--- config.mk ---
export PLATFORM = sky130hd
export DESIGN_NAME = wb_select_pipe_flat
export DESIGN_NICKNAME = d
export VERILOG_FILES = /design/src/rtl/cpu_pkg.sv /design/src/rtl/wb_select_pipe_if.sv /design/src/rtl/wb_skid_fifo2.sv /design/src/rtl/wb_select_pipe.sv /design/src/flat_wrapper.sv
export SDC_FILE = /design/constraint.sdc
export NUM_CORES = 1
export LEC_CHECK = 0
export BUFFER_PORTS_ARGS = -buffer_cell sky130_fd_sc_hd__buf_4
export CAP_MARGIN = 20
export CORE_AREA = 2 2 133 135
export DETAILED_ROUTE_END_ITERATION = 6
export DIE_AREA = 0 0 135 137
export PLACE_DENSITY_LB_ADDON = 0.2
export SYNTH_ARGS = -nofsm -noshare
export SYNTH_HDL_FRONTEND = slang
export SYNTH_SLANG_ARGS = --single-unit
--- constraint.sdc ---
create_clock -name clk -period 2.6 [get_ports clk]
set_input_delay 0.39 -clock clk [delete_from_list [all_inputs] [get_ports clk]]
set_output_delay 0.39 -clock clk [all_outputs]
set_load 0.01 [all_outputs]
--- src/rtl/cpu_pkg.sv ---
// Shared CPU definitions used by the write-back path.
//   WB_SEL_*    : write-back source select codes (channel index into in_src)
//   wb_entry_t  : one buffered write-back transaction {data, dst, sel_err}
//                 sized for the default 32-bit datapath / 32-entry register file
package cpu_pkg;

  localparam int WB_WIDTH  = 32;
  localparam int WB_ADDR_W = 5;
  localparam int WB_SEL_W  = 4;

  localparam logic [WB_SEL_W-1:0] WB_SEL_ALU    = 4'd0;
  localparam logic [WB_SEL_W-1:0] WB_SEL_HI     = 4'd1;
  localparam logic [WB_SEL_W-1:0] WB_SEL_LO     = 4'd2;
  localparam logic [WB_SEL_W-1:0] WB_SEL_MDR    = 4'd3;
  localparam logic [WB_SEL_W-1:0] WB_SEL_CONST  = 4'd4;
  localparam logic [WB_SEL_W-1:0] WB_SEL_REGDES = 4'd5;
  localparam logic [WB_SEL_W-1:0] WB_SEL_LT     = 4'd6;
  localparam logic [WB_SEL_W-1:0] WB_SEL_PC     = 4'd7;
  localparam logic [WB_SEL_W-1:0] WB_SEL_SL16   = 4'd8;

  typedef struct packed {
    logic [WB_WIDTH-1:0]  data;
    logic [WB_ADDR_W-1:0] dst;
    logic                 sel_err;
  } wb_entry_t;

endpackage

--- src/rtl/wb_select_pipe_if.sv ---
// Write-back selector bus: upstream transaction channel (in_*) and the
// register-file side channel (out_*), plus buffer occupancy.
//   master : driven by the datapath / register file (offers in_*, drives out_ready)
//   slave  : the wb_select_pipe block
interface wb_select_pipe_if #(
  parameter int WIDTH  = 32,
  parameter int N_SRC  = 9,
  parameter int SEL_W  = 4,
  parameter int ADDR_W = 5
);

  logic                   in_valid;
  logic                   in_ready;
  logic [SEL_W-1:0]       in_sel;
  logic [N_SRC*WIDTH-1:0] in_src;
  logic [ADDR_W-1:0]      in_dst;

  logic                   out_valid;
  logic                   out_ready;
  logic [WIDTH-1:0]       out_data;
  logic [ADDR_W-1:0]      out_dst;
  logic                   out_sel_err;
  logic [1:0]             occupancy;

  modport master (
    output in_valid, in_sel, in_src, in_dst, out_ready,
    input  in_ready, out_valid, out_data, out_dst, out_sel_err, occupancy
  );

  modport slave (
    input  in_valid, in_sel, in_src, in_dst, out_ready,
    output in_ready, out_valid, out_data, out_dst, out_sel_err, occupancy
  );

endinterface

--- src/rtl/wb_skid_fifo2.sv ---
// Generic 2-entry in-order buffer with valid/ready on both sides.
//   clk, reset_n   : clock, asynchronous active-low reset
//   push_valid/ready/data : write side; push_ready depends on state only
//   pop_valid/ready/data  : read side; pop_data is the registered head
//   occupancy      : entries held, 0..2
// The head register drives pop_data directly, so there is no combinational
// path from the write side to the read side.
module wb_skid_fifo2
  import cpu_pkg::*;
#(
  parameter type entry_t = wb_entry_t
) (
  input  logic       clk,
  input  logic       reset_n,
  input  logic       push_valid,
  output logic       push_ready,
  input  entry_t     push_data,
  output logic       pop_valid,
  input  logic       pop_ready,
  output entry_t     pop_data,
  output logic [1:0] occupancy
);

  // Encoding equals the entry count so occupancy is the state itself.
  typedef enum logic [1:0] {
    EMPTY = 2'd0,
    ONE   = 2'd1,
    FULL  = 2'd2
  } fifo_state_e;

  fifo_state_e state, state_next;
  entry_t      head, head_next;
  entry_t      tail, tail_next;
  logic        push, pop;

  assign push_ready = (state != FULL);
  assign pop_valid  = (state != EMPTY);
  assign push       = push_valid && push_ready;
  assign pop        = pop_ready && pop_valid;

  always_comb begin
    // NOTE: every variable gets a default before the case so no path leaves it
    // unassigned; that is what keeps this block from inferring latches.
    state_next = state;
    head_next  = head;
    tail_next  = tail;
    unique case (state)
      EMPTY: begin
        if (push) begin
          head_next  = push_data;
          state_next = ONE;
        end
      end
      ONE: begin
        unique case ({push, pop})
          2'b10: begin
            tail_next  = push_data;
            state_next = FULL;
          end
          2'b01: state_next = EMPTY;  // head keeps its last value
          2'b11: head_next  = push_data;
          default: ;
        endcase
      end
      FULL: begin
        if (pop) begin
          head_next  = tail;
          state_next = ONE;
        end
      end
      default: state_next = EMPTY;
    endcase
  end

  // NOTE: sequential state uses non-blocking assignments so every register
  // samples the pre-edge values regardless of statement order.
  always_ff @(posedge clk or negedge reset_n) begin
    if (!reset_n) begin
      state <= EMPTY;
      // NOTE: both storage entries are reset: the head is visible on the
      // output and must read zero out of reset, and clearing the tail too
      // keeps unknowns out of the head when it is promoted.
      head  <= '0;
      tail  <= '0;
    end else begin
      state <= state_next;
      head  <= head_next;
      tail  <= tail_next;
    end
  end

  assign pop_data  = head;
  assign occupancy = state;

endmodule

--- src/rtl/wb_select_pipe.sv ---
// Register-file write-back source selector with a 2-entry output buffer.
//   clk, reset_n : clock, asynchronous active-low reset
//   bus (slave)  : in_valid/in_ready/in_sel/in_src/in_dst upstream,
//                  out_valid/out_ready/out_data/out_dst/out_sel_err downstream,
//                  occupancy (0..2)
// The selected source word is paired with its destination address and
// buffered; an out-of-range select substitutes CONST_VAL and flags sel_err.
// With ZERO_DROP set, writes to register 0 complete the handshake but are
// discarded instead of being buffered.
module wb_select_pipe
  import cpu_pkg::*;
#(
  parameter int          WIDTH     = 32,
  parameter int          N_SRC     = 9,
  parameter int          SEL_W     = 4,
  parameter int          ADDR_W    = 5,
  parameter logic [31:0] CONST_VAL = 32'h227,
  parameter bit          ZERO_DROP = 1'b1
) (
  input logic             clk,
  input logic             reset_n,
  wb_select_pipe_if.slave bus
);

  if ((2 ** SEL_W) < N_SRC) begin : g_bad_params
    $error("wb_select_pipe: SEL_W=%0d cannot encode N_SRC=%0d sources", SEL_W, N_SRC);
  end

  typedef struct packed {
    logic [WIDTH-1:0]  data;
    logic [ADDR_W-1:0] dst;
    logic              sel_err;
  } entry_t;

  localparam logic [WIDTH-1:0] CONST_WORD = WIDTH'(CONST_VAL);

  entry_t sel_entry;
  entry_t head;
  logic   drop;
  logic   push_ready;
  logic   pop_valid;

  // Start from the out-of-range result and let a matching channel override it.
  always_comb begin
    sel_entry.data    = CONST_WORD;
    sel_entry.sel_err = 1'b1;
    sel_entry.dst     = bus.in_dst;
    for (int k = 0; k < N_SRC; k++) begin
      if (bus.in_sel == SEL_W'(k)) begin
        sel_entry.data    = bus.in_src[k*WIDTH +: WIDTH];
        sel_entry.sel_err = 1'b0;
      end
    end
  end

  // A dropped write still sees in_ready, so upstream completes its handshake.
  assign drop = ZERO_DROP && (bus.in_dst == '0);

  wb_skid_fifo2 #(
    .entry_t (entry_t)
  ) u_fifo (
    .clk        (clk),
    .reset_n    (reset_n),
    .push_valid (bus.in_valid && !drop),
    .push_ready (push_ready),
    .push_data  (sel_entry),
    .pop_valid  (pop_valid),
    .pop_ready  (bus.out_ready),
    .pop_data   (head),
    .occupancy  (bus.occupancy)
  );

  assign bus.in_ready    = push_ready;
  assign bus.out_valid   = pop_valid;
  assign bus.out_data    = head.data;
  assign bus.out_dst     = head.dst;
  assign bus.out_sel_err = head.sel_err;

endmodule

--- src/flat_wrapper.sv ---
// flat-port wrapper written by rule: the top's interface ports become plain ports
module wb_select_pipe_flat import cpu_pkg::*;
#(
  parameter int          WIDTH     = 32,
  parameter int          N_SRC     = 9,
  parameter int          SEL_W     = 4,
  parameter int          ADDR_W    = 5,
  parameter logic [31:0] CONST_VAL = 32'h227,
  parameter bit          ZERO_DROP = 1'b1
)
  (clk, reset_n, bus_in_valid, bus_in_sel, bus_in_src, bus_in_dst, bus_out_ready, bus_in_ready, bus_out_valid, bus_out_data, bus_out_dst, bus_out_sel_err, bus_occupancy);
  wb_select_pipe_if #(.WIDTH(WIDTH), .N_SRC(N_SRC), .SEL_W(SEL_W), .ADDR_W(ADDR_W)) bus_i ();
  input logic clk;
  input logic reset_n;
  input wire logic [$bits(bus_i.in_valid)-1:0] bus_in_valid;
  input wire logic [$bits(bus_i.in_sel)-1:0] bus_in_sel;
  input wire logic [$bits(bus_i.in_src)-1:0] bus_in_src;
  input wire logic [$bits(bus_i.in_dst)-1:0] bus_in_dst;
  input wire logic [$bits(bus_i.out_ready)-1:0] bus_out_ready;
  output wire logic [$bits(bus_i.in_ready)-1:0] bus_in_ready;
  output wire logic [$bits(bus_i.out_valid)-1:0] bus_out_valid;
  output wire logic [$bits(bus_i.out_data)-1:0] bus_out_data;
  output wire logic [$bits(bus_i.out_dst)-1:0] bus_out_dst;
  output wire logic [$bits(bus_i.out_sel_err)-1:0] bus_out_sel_err;
  output wire logic [$bits(bus_i.occupancy)-1:0] bus_occupancy;
  assign bus_i.in_valid = bus_in_valid;
  assign bus_i.in_sel = bus_in_sel;
  assign bus_i.in_src = bus_in_src;
  assign bus_i.in_dst = bus_in_dst;
  assign bus_i.out_ready = bus_out_ready;
  assign bus_in_ready = bus_i.in_ready;
  assign bus_out_valid = bus_i.out_valid;
  assign bus_out_data = bus_i.out_data;
  assign bus_out_dst = bus_i.out_dst;
  assign bus_out_sel_err = bus_i.out_sel_err;
  assign bus_occupancy = bus_i.occupancy;
  wb_select_pipe #(.WIDTH(WIDTH), .N_SRC(N_SRC), .SEL_W(SEL_W), .ADDR_W(ADDR_W), .CONST_VAL(CONST_VAL), .ZERO_DROP(ZERO_DROP)) u_core (.clk(clk), .reset_n(reset_n), .bus(bus_i));
endmodule
==> impl_metrics.env, run 1 <==
export IMPL_timing_rr_start="u_core.u_fifo.occupancy[1]"
export IMPL_crit_slowest_cell="or4_4"
export IMPL_yosysSeqAreaShare_pct=31.1
export IMPL_track_usage_pct=26.6
export IMPL_routed_wl_mm=25.5
export IMPL_cp_data_arrival_time_ps=2430
export IMPL_num_fill_cells=1666
export IMPL_die_y_um=137
export IMPL_finalCriticalPeriod_ps=2220
export IMPL_synth_xor_area_share_pct=0
export IMPL_drive_above_1_share_pct=41.2
export IMPL_yosys_area_top_type="dfrtp_1"
export IMPL_drt_iter0_markers=504
export IMPL_grt_max_degree=79
export IMPL_fp_dieW_um=135
export IMPL_root_buffer="clkbuf_16"
export IMPL_grt_setup_unrepaired="false"
export IMPL_yosys_top_cells_count="106 x nand2_1, 99 x o21ai_0, 78 x dfrtp_1"
export IMPL_synth_top_cell_area_share_pct=31.1
export IMPL_io_buffers=342
export IMPL_setup_worst_path_start="bus_in_dst[3]"
export IMPL_cts_sinks=78
export IMPL_insertedDiodeCount=0
export IMPL_synth_cell_types=58
export IMPL_setup_viol=0
export IMPL_cts_tree="built"
export IMPL_final_antenna_net_count=0
export IMPL_total_power_mw=6.45
export IMPL_synthArstFlopShare_pct=100
export IMPL_fin_nets=1417
export IMPL_via_per_inst=5.37
export IMPL_final_hold_viol_count=0
export IMPL_crit_type="input pin to register"
export IMPL_yosys_warnings=0
export IMPL_drt_pass1_iterations=5
export IMPL_core_area_um2=17100
export IMPL_htreeDepth=3
export IMPL_wl_per_cell_um=19.0
export IMPL_path_max_fanout=16
export IMPL_muxShareOfSynthArea_pct=9.34
export IMPL_synth_cells=800
export IMPL_cp_start_kind="input pin"
export IMPL_slowest_delay_ps=540
export IMPL_dieArea_um2=18500
export IMPL_grt_pass1_wl_mm=38.0
export IMPL_num_vias=7207
export IMPL_synth_fp_nets=1104
export IMPL_initial_core_util_pct=36.8
export IMPL_design_area_um2=9460
export IMPL_antenna_found_initial=0
export IMPL_clk_latency_ps=330
export IMPL_min_path_type="input pin to asynchronous set/reset pin"
export IMPL_cts_max_path_buffers=2
export IMPL_ys_top_cells_by_area="dfrtp_1 31%, o21ai_0 7.9%, nand2_1 6.3%, mux2i_1 4.8%, nor2_1 4.3%"
export IMPL_cap_violations=0
export IMPL_synth_top_family_by_area="compound AO/OA/AOI/OAI gates"
export IMPL_grt_pass1_vias=6884
export IMPL_syn_avg_cell_area_um2=7.84
export IMPL_finalCritPeriodShare_pct=85.3
export IMPL_synth_edf_count=0
export IMPL_area_delta_synth_final_pct=50.9
export IMPL_synthAdderAreaFrac_pct=0.599
export IMPL_ios=343
export IMPL_tns_ps=0
export IMPL_cts_post_setup_buffers_inserted=0
export IMPL_hpwl_mm=20.4
export IMPL_cts_repair_resized=0
export IMPL_hold_buffers=0
export IMPL_vdd_drop_max_mv=0.472
export IMPL_relSlewSlack_pct=34.1
export IMPL_cts_buffers=9
export IMPL_synth_ff_latch_count=78
export IMPL_power_density_nw_per_um2=682
export IMPL_path_cells="buf_4, or4_4, o21ai_0, nand2b_1, inv_1, ha_1, nand2_1, a21oi_2, a21o_2, buf_4, o21ai_0, o21ai_0"
export IMPL_worstMarginPinSlew_ps=988
export IMPL_final_util_pct=55.5
export IMPL_gr_total_overflow=0
export IMPL_synthFlopType="dfrtp_1"
export IMPL_fmax_mhz=451
export IMPL_crit_path_frequent_cell="o21ai_0"
export IMPL_synth_area_um2=6270
export IMPL_cp_end_kind="register"
export IMPL_synthSimpleGateAreaFrac_pct=21.4
export IMPL_rows=48
export IMPL_skew_ps=3.74
export IMPL_finalMaxSlewViolations=0
export IMPL_synth_most_common_cell="nand2_1"
export IMPL_outcome="finished clean"
export IMPL_drc_errors=0
export IMPL_path_clk_slew_ps=60
export IMPL_gp_congestion=0.931
export IMPL_placed_cell_area_um2=9110
export IMPL_cp_data_required_time_ps=2810
export IMPL_synth_compound_area_share_pct=30.8
export IMPL_cellLeakagePower_nw=4.42
[placed cells by master, fill, tap and decap left out, drive strengths merged, types with 5 or more instances in the layout]
cell,count
a221oi,15
a21oi,60
a22oi,9
nand2,106
nand3b,7
a211oi,18
and2,9
a311oi,13
nor3,26
a211o,13
o22ai,11
mux2,23
a31oi,9
nand2b,29
buf,380
nor2,86
clkbuf,11
dfrtp,78
inv,5
o21ai,116
and3,8
mux2i,30
a2bb2oi,10
a21o,5
[flip-flops by register name, summed over array words and instances (netlist names)]
name,cells
u_core.u_fifo.pop_data,38
u_core.u_fifo.occupancy,2
u_core.u_fifo.tail,38
[cell families (layout without fill, tap and decap cells)]
| family | count (synthesis) | after routing |
|---|---|---|
| multiplexers | 54 | 54 |
| AO/OA/AOI/OAI | 296 | 296 |
| flip-flops | 78 | 78 |
| buffers and inverters | 83 | 401 |
| adder cells (fa/ha/maj) | 3 | 3 |
| AND/OR/NAND/NOR | 286 | 286 |
[power breakdown]
group | switching (mW) | internal, mW
sequential | 0.345 | 1.75
clock | 0.482 | 0.966
combinational | 1.43 | 1.47
[through the flow]
step / hold WS, ps / worst slack, ps / cells
after floorplan: 94.4 / 16.6 / 800
after global placement: 462 / 108 / 1327
after detailed placement: 466 / 45.6 / 1327
after CTS: 257 / 381 / 1343
after global routing: 300 / 228 / 1343
final: 219 / 381 / 1343
[area by class of cell]
class                      count  area (um2)  share of cell area, %
multi-input combinational    639        3910                   41.3
timing repair buffer         380        2950                   31.2
clock inverter                 5         106                   1.12
inverter                       5        18.8                  0.198
clock buffer                  11         243                   2.57
tap                          225         282                   2.98
sequential                    78        1950                   20.6
[path summary, 6_finish.rpt]
| path | endpoint | slack (ps) | cells past startpoint |
|---|---|---|---|
| setup / recovery | u_core.u_fifo.pop_data[24] | 380 | 12 |
| hold / removal | u_core.u_fifo.pop_data[14] | 220 | 1 |
| setup reg to reg | u_core.u_fifo.pop_data[36] | 450 | 11 |
| hold reg to reg | u_core.u_fifo.tail[6] | 480 | 2 |
| max in group asynchronous | u_core.u_fifo.tail[31] | 1740 | 1 |
| min in group clk | u_core.u_fifo.tail[3] | 310 | 2 |
[critical path, delay by kind of cell]
family | cells | cell delay (ps)
AND/OR/NAND/NOR | 3 | 770
AO/OA/AOI/OAI | 5 | 690
buffers and inverters | 3 | 390
adder cells (fa/ha/maj) | 1 | 190
[routing by layer]
| layer | vias to the layer above | routed length [um] | global-route usage, % | share of wire (%) |
|---|---|---|---|---|
| met5 | - | 0 | 0 | 0 |
| met4 | 0 | 693 | 8.39 | 2.7 |
| met1 | 3351 | 10900 | 36.1 | 43 |
| met2 | 291 | 12200 | 43.8 | 48 |
| li1 | 3522 | - | - | - |
| met3 | 43 | 1650 | 3.81 | 6.5 |
(Power assumes the default switching activity.)
==> run 2: changes to the inputs <==
--- a/config.mk
+++ b/config.mk
@@ -5,6 +5,7 @@
 export SDC_FILE = /design/constraint.sdc
 export NUM_CORES = 1
 export LEC_CHECK = 0
+export ABC_AREA = 1
 export BUFFER_PORTS_ARGS = -buffer_cell sky130_fd_sc_hd__buf_4
 export CAP_MARGIN = 20
 export CORE_AREA = 2 2 133 135
==> run 2 against run 1 <==
- clock power is essentially flat
- flip-flop and latch count is the same
- area after synthesis shrank 2.9%
- critical path type is now register to output pin
- critical endpoint is now bus_in_ready
- largest power group unchanged
==> impl_metrics.env, run 2 <==
export IMPL_path_cells="inv_1, nor2_2, inv_2, buf_4, buf_4"
export IMPL_antenna_found_initial=0
export IMPL_num_fill_cells=1775
export IMPL_drt_iter0_markers=508
export IMPL_clk_latency_ps=340
export IMPL_yosys_top_cells_count="368 x nand2_1, 152 x nand3_1, 113 x nor2_1"
export IMPL_fp_dieW_um=135
export IMPL_hold_buffers=1
export IMPL_synth_cell_types=28
export IMPL_final_cell_mix="368 x nand2_1, 364 x buf_4, 152 x nand3_1, 112 x nor2_1, 78 x dfrtp_1"
export IMPL_track_usage_pct=28.0
export IMPL_drt_pass1_iterations=5
export IMPL_finalCriticalPeriod_ps=2190
export IMPL_finalMaxSlewViolations=0
export IMPL_via_per_inst=4.89
export IMPL_area_delta_synth_final_pct=51.7
export IMPL_insertedDiodeCount=0
export IMPL_wl_per_cell_um=16.8
export IMPL_synthArstFlopShare_pct=100
export IMPL_yosys_warnings=0
export IMPL_synth_ff_latch_count=78
export IMPL_final_hold_viol_count=0
export IMPL_crit_type="register to output pin"
export IMPL_synth_top_cell_area_share_pct=32.1
export IMPL_grt_setup_unrepaired="false"
export IMPL_core_area_um2=17100
export IMPL_yosys_area_top_type="dfrtp_1"
export IMPL_final_common_cell="nand2_1"
export IMPL_synth_edf_count=0
export IMPL_ys_top_cells_by_area="dfrtp_1 32%, nand2_1 23%, nand3_1 12%, nor2_1 7.0%, inv_1 4.8%"
export IMPL_dp_cells=1549
export IMPL_min_path_type="input pin to register"
export IMPL_synth_cells=1015
export IMPL_cp_start_kind="register"
export IMPL_gr_total_overflow=0
export IMPL_grt_max_degree=68
export IMPL_fmax_mhz=457
export IMPL_synth_fp_nets=1319
export IMPL_final_antenna_net_count=0
export IMPL_total_power_mw=6.53
export IMPL_cts_buffers=9
export IMPL_power_density_nw_per_um2=707
export IMPL_fin_nets=1640
export IMPL_io_buffers=342
export IMPL_path_max_fanout=56
export IMPL_routed_wl_mm=26.4
export IMPL_gp_congestion=0.928
export IMPL_num_vias=7664
export IMPL_crit_slowest_cell="buf_4"
export IMPL_die_y_um=137
export IMPL_initial_core_util_pct=35.7
export IMPL_rows=48
export IMPL_relSlewSlack_pct=56.3
export IMPL_cts_post_setup_buffers_inserted=0
export IMPL_outcome="finished clean"
export IMPL_setup_viol=0
export IMPL_path_clk_slew_ps=60
export IMPL_cap_violations=0
export IMPL_htreeDepth=3
export IMPL_cp_data_arrival_time_ps=1800
export IMPL_cts_tree="built"
export IMPL_cts_sinks=78
export IMPL_cp_end_kind="output pin"
export IMPL_ios=343
export IMPL_hpwl_mm=20.3
export IMPL_crit_path_frequent_cell="buf_4"
export IMPL_cts_repair_resized=0
export IMPL_finalCritPeriodShare_pct=84.2
export IMPL_placed_cell_area_um2=8890
export IMPL_dieArea_um2=18500
export IMPL_slowest_delay_ps=510
export IMPL_design_area_um2=9240
export IMPL_synth_most_common_cell="nand2_1"
export IMPL_finalNonFillerCells=1566
export IMPL_synth_area_um2=6090
export IMPL_cp_data_required_time_ps=2210
export IMPL_cts_max_path_buffers=2
export IMPL_skew_ps=8.74
export IMPL_grt_pass1_wl_mm=39.5
export IMPL_synthFlopType="dfrtp_1"
export IMPL_root_buffer="clkbuf_16"
export IMPL_vdd_drop_max_mv=0.392
export IMPL_syn_avg_cell_area_um2=6.00
export IMPL_yosysSeqAreaShare_pct=32.1
export IMPL_worstMarginPinSlew_ps=656
export IMPL_drive_above_1_share_pct=30.2
export IMPL_drc_errors=0
export IMPL_tns_ps=0
export IMPL_cellLeakagePower_nw=5.14
export IMPL_grt_pass1_vias=7250
[run 2: cell count changes after synthesis, moves of 14 or more]
cell / previous run / this run
or2_0: 0 / 27
mux2_2: 22 / 0
nor3_1: 26 / 1
nand2_1: 106 / 368
nand2b_1: 29 / 0
nand4_1: 1 / 36
inv_1: 4 / 78
o21ai_0: 99 / 7
mux2i_1: 30 / 0
nand3_1: 2 / 152
a221oi_1: 14 / 0
nor2_1: 72 / 113
a211oi_1: 17 / 0
[run 2: worst max-delay path: cells and delay by family (launching register included)]
kind	cells	cell delay (ps)
buffers and inverters	4	960
DFF	1	410
and+or+nand+nor	1	60
[run 2: final timing paths]
path                                            start                         end  slack (ps)  cells past startpoint
setup / recovery           u_core.u_fifo.occupancy[1]                bus_in_ready         410                      5
hold / removal                          bus_in_dst[1]       u_core.u_fifo.tail[2]         290                      3
setup reg to reg           u_core.u_fifo.occupancy[1]   u_core.u_fifo.pop_data[5]         640                     13
hold reg to reg                u_core.u_fifo.tail[31]      u_core.u_fifo.tail[31]         480                      2
max in group asynchronous                     reset_n  u_core.u_fifo.occupancy[0]        1540                      3
min in group asynchronous                     reset_n  u_core.u_fifo.pop_data[24]         440                      2
[run 2: metrics by stage]
step	hold WS [ps]	utilization [%]	setup WS [ps]
after global placement	256	52.1	463
final	286	54.1	410
after floorplan	94.4	-	708
after global routing	284	54.1	328
after detailed placement	255	52.1	455
after CTS	275	54.1	397
[run 2: cell type report]
type | count | area [um2] | area share (%)
clock inverters | 6 | 93.8 | 1.02
repair buffers | 367 | 2780 | 30.1
clock buffers | 10 | 239 | 2.59
inverters | 87 | 327 | 3.54
well taps | 225 | 282 | 3.05
multi-input cells | 793 | 3560 | 38.5
flip-flops and latches | 78 | 1950 | 21.1
[run 2: kinds of logic (layout without fill, tap and decap cells)]
| family | count (synthesis) | after routing | synth area share [%] |
|---|---|---|---|
| AOI/OAI and AO/OA | 71 | 71 | 6.15 |
| adders and majority gates | 3 | 3 | 0.617 |
| buffers and inverters | 144 | 470 | 9.58 |
| DFF | 78 | 78 | 32.1 |
| and+or+nand+nor | 719 | 719 | 51.6 |
[run 2: metal layers]
layer | vias up | GRT usage [%] | wire [um]
li1 | 3877 | - | -
met1 | 3388 | 33.9 | 10400
met2 | 339 | 48.2 | 12700
met3 | 60 | 6.30 | 2170
met4 | 0 | 11.1 | 1050
met5 | - | 0 | 0
[run 2: power breakdown]
| part | switching [mW] | internal [mW] |
|---|---|---|
| Combinational | 1.73 | 1.33 |
| Clock | 0.543 | 0.876 |
| Sequential | 0.280 | 1.77 |
